File: src/rtl/clock_set_ctrl.sv
// -----------------------------------------------------------------------------
// clock_set_ctrl
//
// Mode and sequencing controller for an MM:SS clock datapath. It drives
// increment and clear strobes into an external seconds mod-60 counter and an
// external minutes mod-60 counter. It also generates the digit blank masks and
// the colon drive for the four 7-segment digits.
//
// Modes: RUN (normal timekeeping), SET_MIN and SET_SEC (manual editing).
// BMODE steps RUN -> SET_MIN -> SET_SEC -> RUN. A set mode falls back to RUN
// after TIMEOUT_SEC idle seconds. TIMEOUT_SEC = 0 disables that fallback.
//
// Ports:
//   CLK        system clock
//   RST        asynchronous reset, active-low
//   EN1HZ      one-cycle pulse, once per second
//   BMODE      one-cycle pulse, mode button
//   BUP        one-cycle pulse, increment button
//   BCLR       one-cycle pulse, clear button
//   SEC_MAX    level, seconds counter currently equals 59
//   SEC_EN     one-cycle increment strobe to the seconds counter
//   MIN_EN     one-cycle increment strobe to the minutes counter
//   SEC_CLR    one-cycle synchronous clear to the seconds counter
//   MIN_CLR    one-cycle synchronous clear to the minutes counter
//   BLANK_SEC  1 = blank both seconds digits
//   BLANK_MIN  1 = blank both minutes digits
//   COLON      1 = colon segment lit
//   MODE       current state: 00 RUN, 01 SET_MIN, 10 SET_SEC
//
// Every output is a flop. Each strobe appears one cycle after the input cycle
// that qualifies it.
// -----------------------------------------------------------------------------
module clock_set_ctrl #(
  parameter int TIMEOUT_SEC = 10,
  parameter int TMO_W       = 4
) (
  input  logic       CLK,
  input  logic       RST,
  input  logic       EN1HZ,
  input  logic       BMODE,
  input  logic       BUP,
  input  logic       BCLR,
  input  logic       SEC_MAX,
  output logic       SEC_EN,
  output logic       MIN_EN,
  output logic       SEC_CLR,
  output logic       MIN_CLR,
  output logic       BLANK_SEC,
  output logic       BLANK_MIN,
  output logic       COLON,
  output logic [1:0] MODE
);

  typedef enum logic [1:0] {
    ST_RUN     = 2'b00,
    ST_SET_MIN = 2'b01,
    ST_SET_SEC = 2'b10
  } state_t;

  // The last idle count before a forced return to RUN. This value is
  // meaningful only when the timeout is enabled.
  localparam bit               TMO_ENABLE = (TIMEOUT_SEC > 0);
  localparam logic [TMO_W-1:0] TMO_LAST   = TMO_ENABLE ? TMO_W'(TIMEOUT_SEC - 1)
                                                       : {TMO_W{1'b0}};
  localparam logic [TMO_W-1:0] IDLE_ONE   = {{(TMO_W-1){1'b0}}, 1'b1};

  state_t           state_r;
  logic             phase_r;
  logic [TMO_W-1:0] idle_r;
  logic             sec_en_r, min_en_r, sec_clr_r, min_clr_r;
  logic             blank_sec_r, blank_min_r, colon_r;

  state_t           state_s;
  logic             phase_s;
  logic [TMO_W-1:0] idle_s;
  logic             sec_en_s, min_en_s, sec_clr_s, min_clr_s;
  logic             any_btn_s, in_set_s, next_set_s, tmo_hit_s;

  assign any_btn_s = BMODE | BUP | BCLR;
  assign in_set_s  = (state_r == ST_SET_MIN) || (state_r == ST_SET_SEC);
  // Any button press in the same cycle overrides the timeout.
  assign tmo_hit_s = TMO_ENABLE && (idle_r == TMO_LAST) && EN1HZ && !any_btn_s;

  // Next-state, strobe, blink-phase and idle-counter decode with button priority.
  always_comb begin
    state_s   = state_r;
    sec_en_s  = 1'b0;
    min_en_s  = 1'b0;
    sec_clr_s = 1'b0;
    min_clr_s = 1'b0;
    case (state_r)
      ST_RUN: begin
        if (BMODE) begin
          state_s = ST_SET_MIN;
        end else if (BCLR) begin
          // A clear wins over a 1 Hz tick that arrives in the same cycle.
          sec_clr_s = 1'b1;
          min_clr_s = 1'b1;
        end else if (EN1HZ) begin
          // The minutes counter wraps from 59 to 0 by itself, so RUN only
          // needs to carry from seconds into minutes.
          sec_en_s = 1'b1;
          min_en_s = SEC_MAX;
        end else begin
          state_s = ST_RUN;
        end
      end
      ST_SET_MIN: begin
        if (BMODE) begin
          state_s = ST_SET_SEC;
        end else if (BCLR) begin
          min_clr_s = 1'b1;
        end else if (BUP) begin
          min_en_s = 1'b1;
        end else if (tmo_hit_s) begin
          state_s = ST_RUN;
        end else begin
          state_s = ST_SET_MIN;
        end
      end
      ST_SET_SEC: begin
        if (BMODE) begin
          state_s = ST_RUN;
        end else if (BCLR) begin
          sec_clr_s = 1'b1;
        end else if (BUP) begin
          // This edit has no carry: minutes stay fixed even when SEC_MAX is high.
          sec_en_s = 1'b1;
        end else if (tmo_hit_s) begin
          state_s = ST_RUN;
        end else begin
          state_s = ST_SET_SEC;
        end
      end
      default: begin
        // Encoding 11 is illegal. It recovers to RUN and drives no strobe.
        state_s = ST_RUN;
      end
    endcase

    next_set_s = (state_s == ST_SET_MIN) || (state_s == ST_SET_SEC);

    // Entering a set state, or editing inside one, forces the phase to 1.
    // This keeps the edited field visible straight away.
    if (next_set_s && (state_s != state_r)) begin
      phase_s = 1'b1;
    end else if (in_set_s && (BUP || BCLR)) begin
      phase_s = 1'b1;
    end else if (EN1HZ) begin
      phase_s = ~phase_r;
    end else begin
      phase_s = phase_r;
    end

    if ((state_s != state_r) || any_btn_s || !next_set_s) begin
      idle_s = {TMO_W{1'b0}};
    end else if (EN1HZ) begin
      idle_s = idle_r + IDLE_ONE;
    end else begin
      idle_s = idle_r;
    end
  end

  // Single state register. It holds the FSM, the blink phase, the idle counter
  // and every registered output.
  always_ff @(posedge CLK or negedge RST) begin
    if (!RST) begin
      state_r     <= ST_RUN;
      phase_r     <= 1'b0;
      idle_r      <= {TMO_W{1'b0}};
      sec_en_r    <= 1'b0;
      min_en_r    <= 1'b0;
      sec_clr_r   <= 1'b0;
      min_clr_r   <= 1'b0;
      blank_sec_r <= 1'b0;
      blank_min_r <= 1'b0;
      colon_r     <= 1'b0;
    end else begin
      state_r     <= state_s;
      phase_r     <= phase_s;
      idle_r      <= idle_s;
      sec_en_r    <= sec_en_s;
      min_en_r    <= min_en_s;
      sec_clr_r   <= sec_clr_s;
      min_clr_r   <= min_clr_s;
      blank_sec_r <= (state_s == ST_SET_SEC) && !phase_s;
      blank_min_r <= (state_s == ST_SET_MIN) && !phase_s;
      colon_r     <= (state_s == ST_RUN) ? phase_s : 1'b1;
    end
  end

  assign SEC_EN    = sec_en_r;
  assign MIN_EN    = min_en_r;
  assign SEC_CLR   = sec_clr_r;
  assign MIN_CLR   = min_clr_r;
  assign BLANK_SEC = blank_sec_r;
  assign BLANK_MIN = blank_min_r;
  assign COLON     = colon_r;
  assign MODE      = state_r;

endmodule

File: config.mk
export PLATFORM = sky130hd
export DESIGN_NAME = clock_set_ctrl
export DESIGN_NICKNAME = d
export VERILOG_FILES = /design/src/rtl/clock_set_ctrl.sv
export SDC_FILE = /design/constraint.sdc
export NUM_CORES = 1
export LEC_CHECK = 0
export BUFFER_PORTS_ARGS = -buffer_cell sky130_fd_sc_hd__buf_2
export CAP_MARGIN = 40
export CORE_MARGIN = 5
export CORE_UTILIZATION = 56
export CTS_BUF_LIST = sky130_fd_sc_hd__clkbuf_4
export DETAILED_ROUTE_END_ITERATION = 6
export GPL_TIMING_DRIVEN = 0
export PLACE_DENSITY_LB_ADDON = 0.08
export SLEW_MARGIN = 10
export SYNTH_ARGS = -nofsm -noshare
export SYNTH_HDL_FRONTEND = slang
export SYNTH_SLANG_ARGS = --single-unit
export TNS_END_PERCENT = 50
File: constraint.sdc
create_clock -name CLK -period 3 [get_ports CLK]
set_input_delay 0 -clock CLK [delete_from_list [all_inputs] [get_ports CLK]]
set_output_delay 0 -clock CLK [all_outputs]
set_load 0.1 [all_outputs]
==> results.md, run 1 <==
* Crit path largest cell delay at about 0.53 ns
* Clock-pin slew of the registers on the worst-case setup and hold paths at 0.08 ns
* Number of global-route vias before repair at about 640
* Number of antenna violations at the first check in global routing at 0
* Synth unique cells at 30
* Critical path capture point type: flip-flop
* Area leader, netlist: dfrtp_1
* Initial Util at about three fifths
* Initial drt markers at 13
* IO Pins at 16
* CP Launch Type: flip-flop
* Final WS setup at 0.309 ns
* H-tree depth at 1
* CP delay by family, top: compound AO/OA/AOI/OAI gates
* Num rows at 14
* Buffers added on ports at 13
* Tot GR Track Use at between 15 and 20%
* Worst Path Required at between 3 and 4 ns
* Hold path start: EN1HZ
* Reg2reg path depth at 9
* Worst slew pin tran at between 0.4 and 0.5 ns
* Sinks on Clock Net at 14
* RSZ-0062 raised after global routing: no
* Vias at 697
* DRC Markers at 0
* DR vias/cell at 5.67
* Lkg Pwr at ~0.51 nW
* Placed wire-length estimate at about 1.2 mm
* Power Dens Cells at around 1000 nW/um^2
* CP cell instances: inv_1 > ha_1 > o21a_1 > a222oi_1 > a2111o_2 > ha_1 > nand2_1 > mux2_2 > nand4_1
* Hold path endpoint: idle_r[0]
* Hold Path Class: in -> reg
* GPL Wtd Cong at 0.769
* Seq/Total Area, Yosys at 39.8%
* Pin count of the biggest net entering global routing at 15
* Fmax at approximately 370 MHz
* Syn_area_per_cell at roughly 10 sq um
* Critical path's slowest cell: a2111o_2
* CTS buffer count at 3
* CTS tree: done
* Core Footprint at around 1500 sq um
* Placed cell areas at ~970 sq um
* Pre-CTS setup slack at about 0.34 ns
* Fin Setup TNS at 0 ns
* Syn_nets at around 100
* Hold slack at 0.0176 ns
* Fin nets at around 120
* Worst reg2reg path startpoint: MODE[1]
* Area grow syn2layout at 17.4%
* Root Buffer: clkbuf_4
* Die span in y at between 40 and 50 microns
* Final WL at between 1.5 and 2 mm
* MaxCap Viol Count at 0
* Crit path DAT at slightly below 3 ns
* Post-route ant nets at 0
* Max Slew Vio Count at 0
* Fin area at roughly 1000 sq um
* CTS resizes at 0
* Cells after Synth at 86
* Final hold violation count at 0
* Ys Warns at 0
* Crit Path Class: reg -> reg
* Longest Clk Path Bufs at 2
* Largest cells by area after synthesis: dfrtp_1 40%, ha_1 13%, nand2_1 4.3%, nor3_1 3.4%, xor2_1 3.0%
* First-pass GRT wire length at 2.88 mm
* Hold path cells at 3
* Drt first pass iters at 4
* Status: complete, no violations
* Final period util at 89.7%
* DIE AREA at approximately 2500 sq um
* Top-area cell type share of the netlist area at about two fifths
* #FFs+latches synth at 14
* Die Wd at 49.6 microns
* Skew final at 0.000315 ns
* R2R Setup Slk at about 0.3 ns
* Worst vdd ir at about 0.80 mV
* Setup repair bufs after CTS at 0
* Top cell by count, worst path: ha_1
* # setup viols final at 0
* Reg2reg end: COLON
* Mapped Area at about 880 sq um
* ANT cells at 0
* Clock latency on the worst-skew pair at approximately 0.28 ns
* Grt total ovfl at 0
* Tmin final at around 2.7 ns
* Share of layout cells above drive strength 1 at roughly 24%
* Worst path buffer plus inverter count at 1
* Max-slew headroom at approximately two thirds
* Peak fanout along the critical path at 9
* Average wire per standard cell at between 10 and 15 microns
[logic make-up after synthesis]
logic type,after synthesis,synth area share (%)
adder cells (fa/ha/maj),9,12.8
AND/OR/NAND/NOR,32,18.5
AO/OA/AOI/OAI,13,11.7
multiplexers,4,5.26
flip-flops,14,39.8
XOR/XNOR,6,6.83
buffers and inverters,8,5.12
[placed cells by master (no fill, tap or decap), types with 3 or more instances in the layout]
| cell | netlist | layout |
|---|---|---|
| nor2_1 | 5 | 5 |
| buf_2 | 0 | 13 |
| dfrtp_1 | 14 | 13 |
| dlygate4sd3_1 | 0 | 4 |
| ha_1 | 9 | 9 |
| nand2_1 | 10 | 10 |
| inv_1 | 6 | 6 |
| clkbuf_4 | 0 | 3 |
| xor2_1 | 3 | 3 |
| nor4_1 | 3 | 3 |
| nor3_1 | 6 | 6 |
[registers in the layout, summed over array words and instances, names as in the netlist]
| signal | cells |
|---|---|
| idle_r | 4 |
| MODE | 2 |
| BLANK_MIN | 1 |
| BLANK_SEC | 1 |
| COLON | 1 |
| MIN_CLR | 1 |
| MIN_EN | 1 |
| SEC_CLR | 1 |
| SEC_EN | 1 |
| phase_r | 1 |
[cell type report]
class	instances	area, sq um
inverters	6	22.5
fillers	131	474
clock buffers	3	22.5
plain buffers	2	22.5
multi-input cells	64	484
well taps	16	20.0
repair buffers	17	105
flip-flops and latches	14	352
clock inverters	1	3.75
[metrics by stage]
step	util, %	instances	total power, mW
after floorplan	-	86	0.846
after global placement	64.1	115	0.953
after detailed placement	64.1	115	0.964
after CTS	68.5	123	1.08
after global routing	68.5	123	1.15
final	68.5	123	1.07
[repair_timing]
item / in CTS / in global routing
hold endpoints to repair: 18 / 0
endpoints found under the setup margin: 0 / 0
hold buffers: 4 / 0
[cell usage after synthesis]
cell	instances
dfrtp_1	14
nand2_1	10
ha_1	9
inv_1	6
nor3_1	6
nor2_1	5
nor4_1	3
xor2_1	3
buf_6	2
mux2i_1	2
nand3_1	2
nand4_1	2
o2111ai_1	2
o21a_1	2
o21ai_0	2
xnor2_1	2
a2111o_2	1
a21oi_1	1
a222oi_1	1
a22oi_1	1
a31o_2	1
a32oi_1	1
and3_4	1
mux2_2	1
mux2_4	1
nand4b_1	1
o21bai_1	1
or2_4	1
or3_1	1
xnor2_2	1
[routing by layer]
metal,up-vias,share of wire (%),track usage [%]
met1,324,44,19.3
li1,351,-,-
met4,0,2.8,10.5
met2,18,48,22.5
met5,-,0,0
met3,4,4.9,3.61
[worst min-delay path, stage by stage]
cell and delay (ns):
buf_6 0.12, xnor2_1 0.12, nor4_1 0.04
[power breakdown]
group          leakage, nW  switching (mW)  total, mW  internal (mW)
Clock               0.0154          0.0622      0.111         0.0484
Combinational        0.309           0.496      0.699          0.204
Sequential           0.182          0.0347      0.265          0.230
[worst max path at each step]
stage / end / slack (ns) / depth (start not counted) / startpoint
after floorplan: COLON / 0.03 / 9 / MODE[1]
after global placement: COLON / 0.38 / 9 / MODE[0]
after detailed placement: COLON / 0.34 / 9 / MODE[1]
after CTS: phase_r / 0.32 / 9 / MODE[1]
after global routing: idle_r[0] / 0.15 / 8 / MODE[1]
final: COLON / 0.31 / 9 / MODE[1]
Power figures use the tool's default switching activity.
==> run 2, diff against run 1 <==
Settings changed: CORE_UTILIZATION 56 to 53, CTS_BUF_LIST sky130_fd_sc_hd__clkbuf_4 to default.
==> run 2 against run 1 <==
Against the previous run: sequential power about the same; worst hold slack improved by 0.019 ns; count of clock-buffer cells in the layout increased by 1; combinational power increased by 1%; final area increased by 0.97%; via count increased by 0.43%; clock power increased by 23%; register-to-register slack got worse by 0.02 ns; largest cell class unchanged; largest power group unchanged.
==> results.md, run 2 (synthesis gave the netlist of run 1 again) <==
* Status: complete, no violations (unchanged)
* Final period util at 90.2% (was 89.7%)
* # setup viols final at 0 (unchanged)
* Die span in y at 50.7 microns (was 49.6 microns)
* GPL Wtd Cong at 0.851 (was 0.769)
* Placed cell areas at 966 sq um (unchanged)
* CTS tree: done (unchanged)
* Worst reg2reg path startpoint: MODE[1] (unchanged)
* Core Util, Final at 67.6% (was 68.5%)
* CTS resizes at 0 (unchanged)
* Filler cells at 119 (was 131)
* DRC Markers at 0 (unchanged)
* Post-route ant nets at 0 (unchanged)
* CTS buffer count at 3 (unchanged)
* Reg power frac at 24.0% (was 24.6%)
* Worst slew pin tran at 0.488 ns (was 0.486 ns)
* Num rows at 14 (unchanged)
* Clock latency on the worst-skew pair at 0.28 ns (about the same)
* FF/Latch Area at 352 sq um (unchanged)
* Longest Clk Path Bufs at 2 (unchanged)
* Fin area at 1040 sq um (was 1030 sq um)
* Grt total ovfl at 0 (unchanged)
* Number of global-route vias before repair at 675 (was 644)
* H-tree depth at 1 (unchanged)
* Hold path cells at 3 (unchanged)
* MaxCap Viol Count at 0 (unchanged)
* Fin nets at 124 (unchanged)
* Area of the multi-input gates at 484 sq um (unchanged)
* Share of layout cells above drive strength 1 at 25.2% (was 24.3%)
* Biggest register: idle_r (unchanged)
* ANT cells at 0 (unchanged)
* Final WS setup at 0.293 ns (was 0.309 ns)
* Tmin final at 2.71 ns (was 2.69 ns)
* Hold path start: EN1HZ (unchanged)
* Die Wd at 50.7 microns (was 49.6 microns)
* Pin count of the biggest net entering global routing at 15 (unchanged)
* Placed cells at 115 (unchanged)
* Sinks on Clock Net at 14 (unchanged)
* Final WL at 1.77 mm (was 1.65 mm)
* Number of antenna violations at the first check in global routing at 0 (unchanged)
* Peak fanout along the critical path at 9 (unchanged)
* Vias at 700 (was 697)
* Fmax at 369 MHz (was 372 MHz)
* Average wire per standard cell at 14.4 microns (was 13.4 microns)
* First-pass GRT wire length at 2.95 mm (was 2.88 mm)
* Launch point of the critical path: MODE[1] (unchanged)
* IO Pins at 16 (unchanged)
* Switch share at 54.1% (was 55.2%)
* Initial drt markers at 15 (was 13)
* Max Slew Vio Count at 0 (unchanged)
* Pwr Total at 1.11 mW (was 1.07 mW)
* Combinational share of power at 63.7% (was 65.1%)
* Fin Setup TNS at 0 ns (unchanged)
* Crit Path Class: reg -> reg (unchanged)
* Skew final at 0.00218 ns (was 0.000315 ns)
* Tot GR Track Use at 14.7% (was 15.2%)
* Reg2reg path depth at 9 (unchanged)
* DIE AREA at 2570 sq um (was 2460 sq um)
* Drt first pass iters at 6 (was 4)
* Clock Power Share at 12.4% (was 10.3%)
* Switching Power at 0.599 mW (was 0.593 mW)
* Clock-pin slew of the registers on the worst-case setup and hold paths at 0.09 ns (was 0.08 ns)
* R2R Setup Slk at 0.29 ns (was 0.31 ns)
* Core Footprint at 1540 sq um (was 1510 sq um)
* Int Pwr at 0.509 mW (was 0.482 mW)
* Root Buffer: clkbuf_4 (unchanged)
* Pre-CTS setup slack at 0.328 ns (was 0.341 ns)
* Placed wire-length estimate at 1.26 mm (was 1.20 mm)
* Worst vdd ir at 0.609 mV (was 0.797 mV)
* Hold slack at 0.0367 ns (was 0.0176 ns)
* Buffers added on ports at 13 (unchanged)
* Power Dens Cells at 1060 nW/um^2 (was 1040 nW/um^2)
* DR vias/cell at 5.69 (was 5.67)
* Post-CTS Hold Buffers at 4 (unchanged)
* Max-slew headroom at 67.7% (was 67.8%)
* Most frequent cells in the layout: 13 x dfrtp_1, 13 x buf_2, 10 x nand2_1, 9 x ha_1 (unchanged)
* Max FFs per register at 4 (unchanged)
* Worst Path Required at 3.22 ns (about the same)
* Hold Path Class: in -> reg (unchanged)
* Final hold violation count at 0 (unchanged)
* Lkg Pwr at 0.512 nW (was 0.506 nW)
* Setup repair bufs after CTS at 0 (unchanged)
* Initial Util at 57.1% (was 58.4%)
* RSZ-0062 raised after global routing: no (unchanged)
* Area grow syn2layout at 18.5% (was 17.4%)
* CP Launch Type: flip-flop (unchanged)
* Crit path DAT at 2.92 ns (was 2.91 ns)
* Critical path capture point type: flip-flop (unchanged)
* Hold path endpoint: idle_r[0] (unchanged)
* Fin cells at 123 (unchanged)
* Reg2reg end: COLON (unchanged)
run 2: layout make-up:
| class | count | area share, % |
|---|---|---|
| Tap cell | 16 | 1.92 |
| Inverter | 6 | 2.16 |
| Buffer | 2 | 2.16 |
| Sequential cell | 14 | 33.7 |
| Timing Repair Buffer | 17 | 10.1 |
| Multi-Input combinational cell | 64 | 46.5 |
| Clock buffer | 4 | 3.48 |
run 2: worst max path at each step:
stage	to	slack (ns)	cells past startpoint
finish	COLON	0.29	9
global placement	COLON	0.36	9
detailed placement	COLON	0.33	9
global route	COLON	0.15	9
floorplan	COLON	0.03	9
CTS	COLON	0.31	9
run 2: worst max-delay path, stage by stage, from the launching register on:
cell and delay, ns:
dfrtp_1 0.49, inv_1 0.15, ha_1 0.30, o21a_1 0.18, a222oi_1 0.10, a2111o_2 0.54
ha_1 0.42, nand2_1 0.10, mux2_4 0.28, nand4_1 0.09
run 2: routing by layer:
layer / wire [microns] / GRT usage [%]
met4: 10 / 5.11
met1: 796 / 18.7
met5: 0 / 0
met3: 103 / 3.85
met2: 861 / 23.8
run 2: power groups by stage:
stage	Clock [mW]	Combinational [mW]	Sequential, mW
floorplan	0	0.340	0.506
global placement	0	0.689	0.269
detailed placement	0	0.702	0.271
CTS	0.144	0.707	0.266
global route	0.154	0.759	0.272
finish	0.137	0.706	0.266
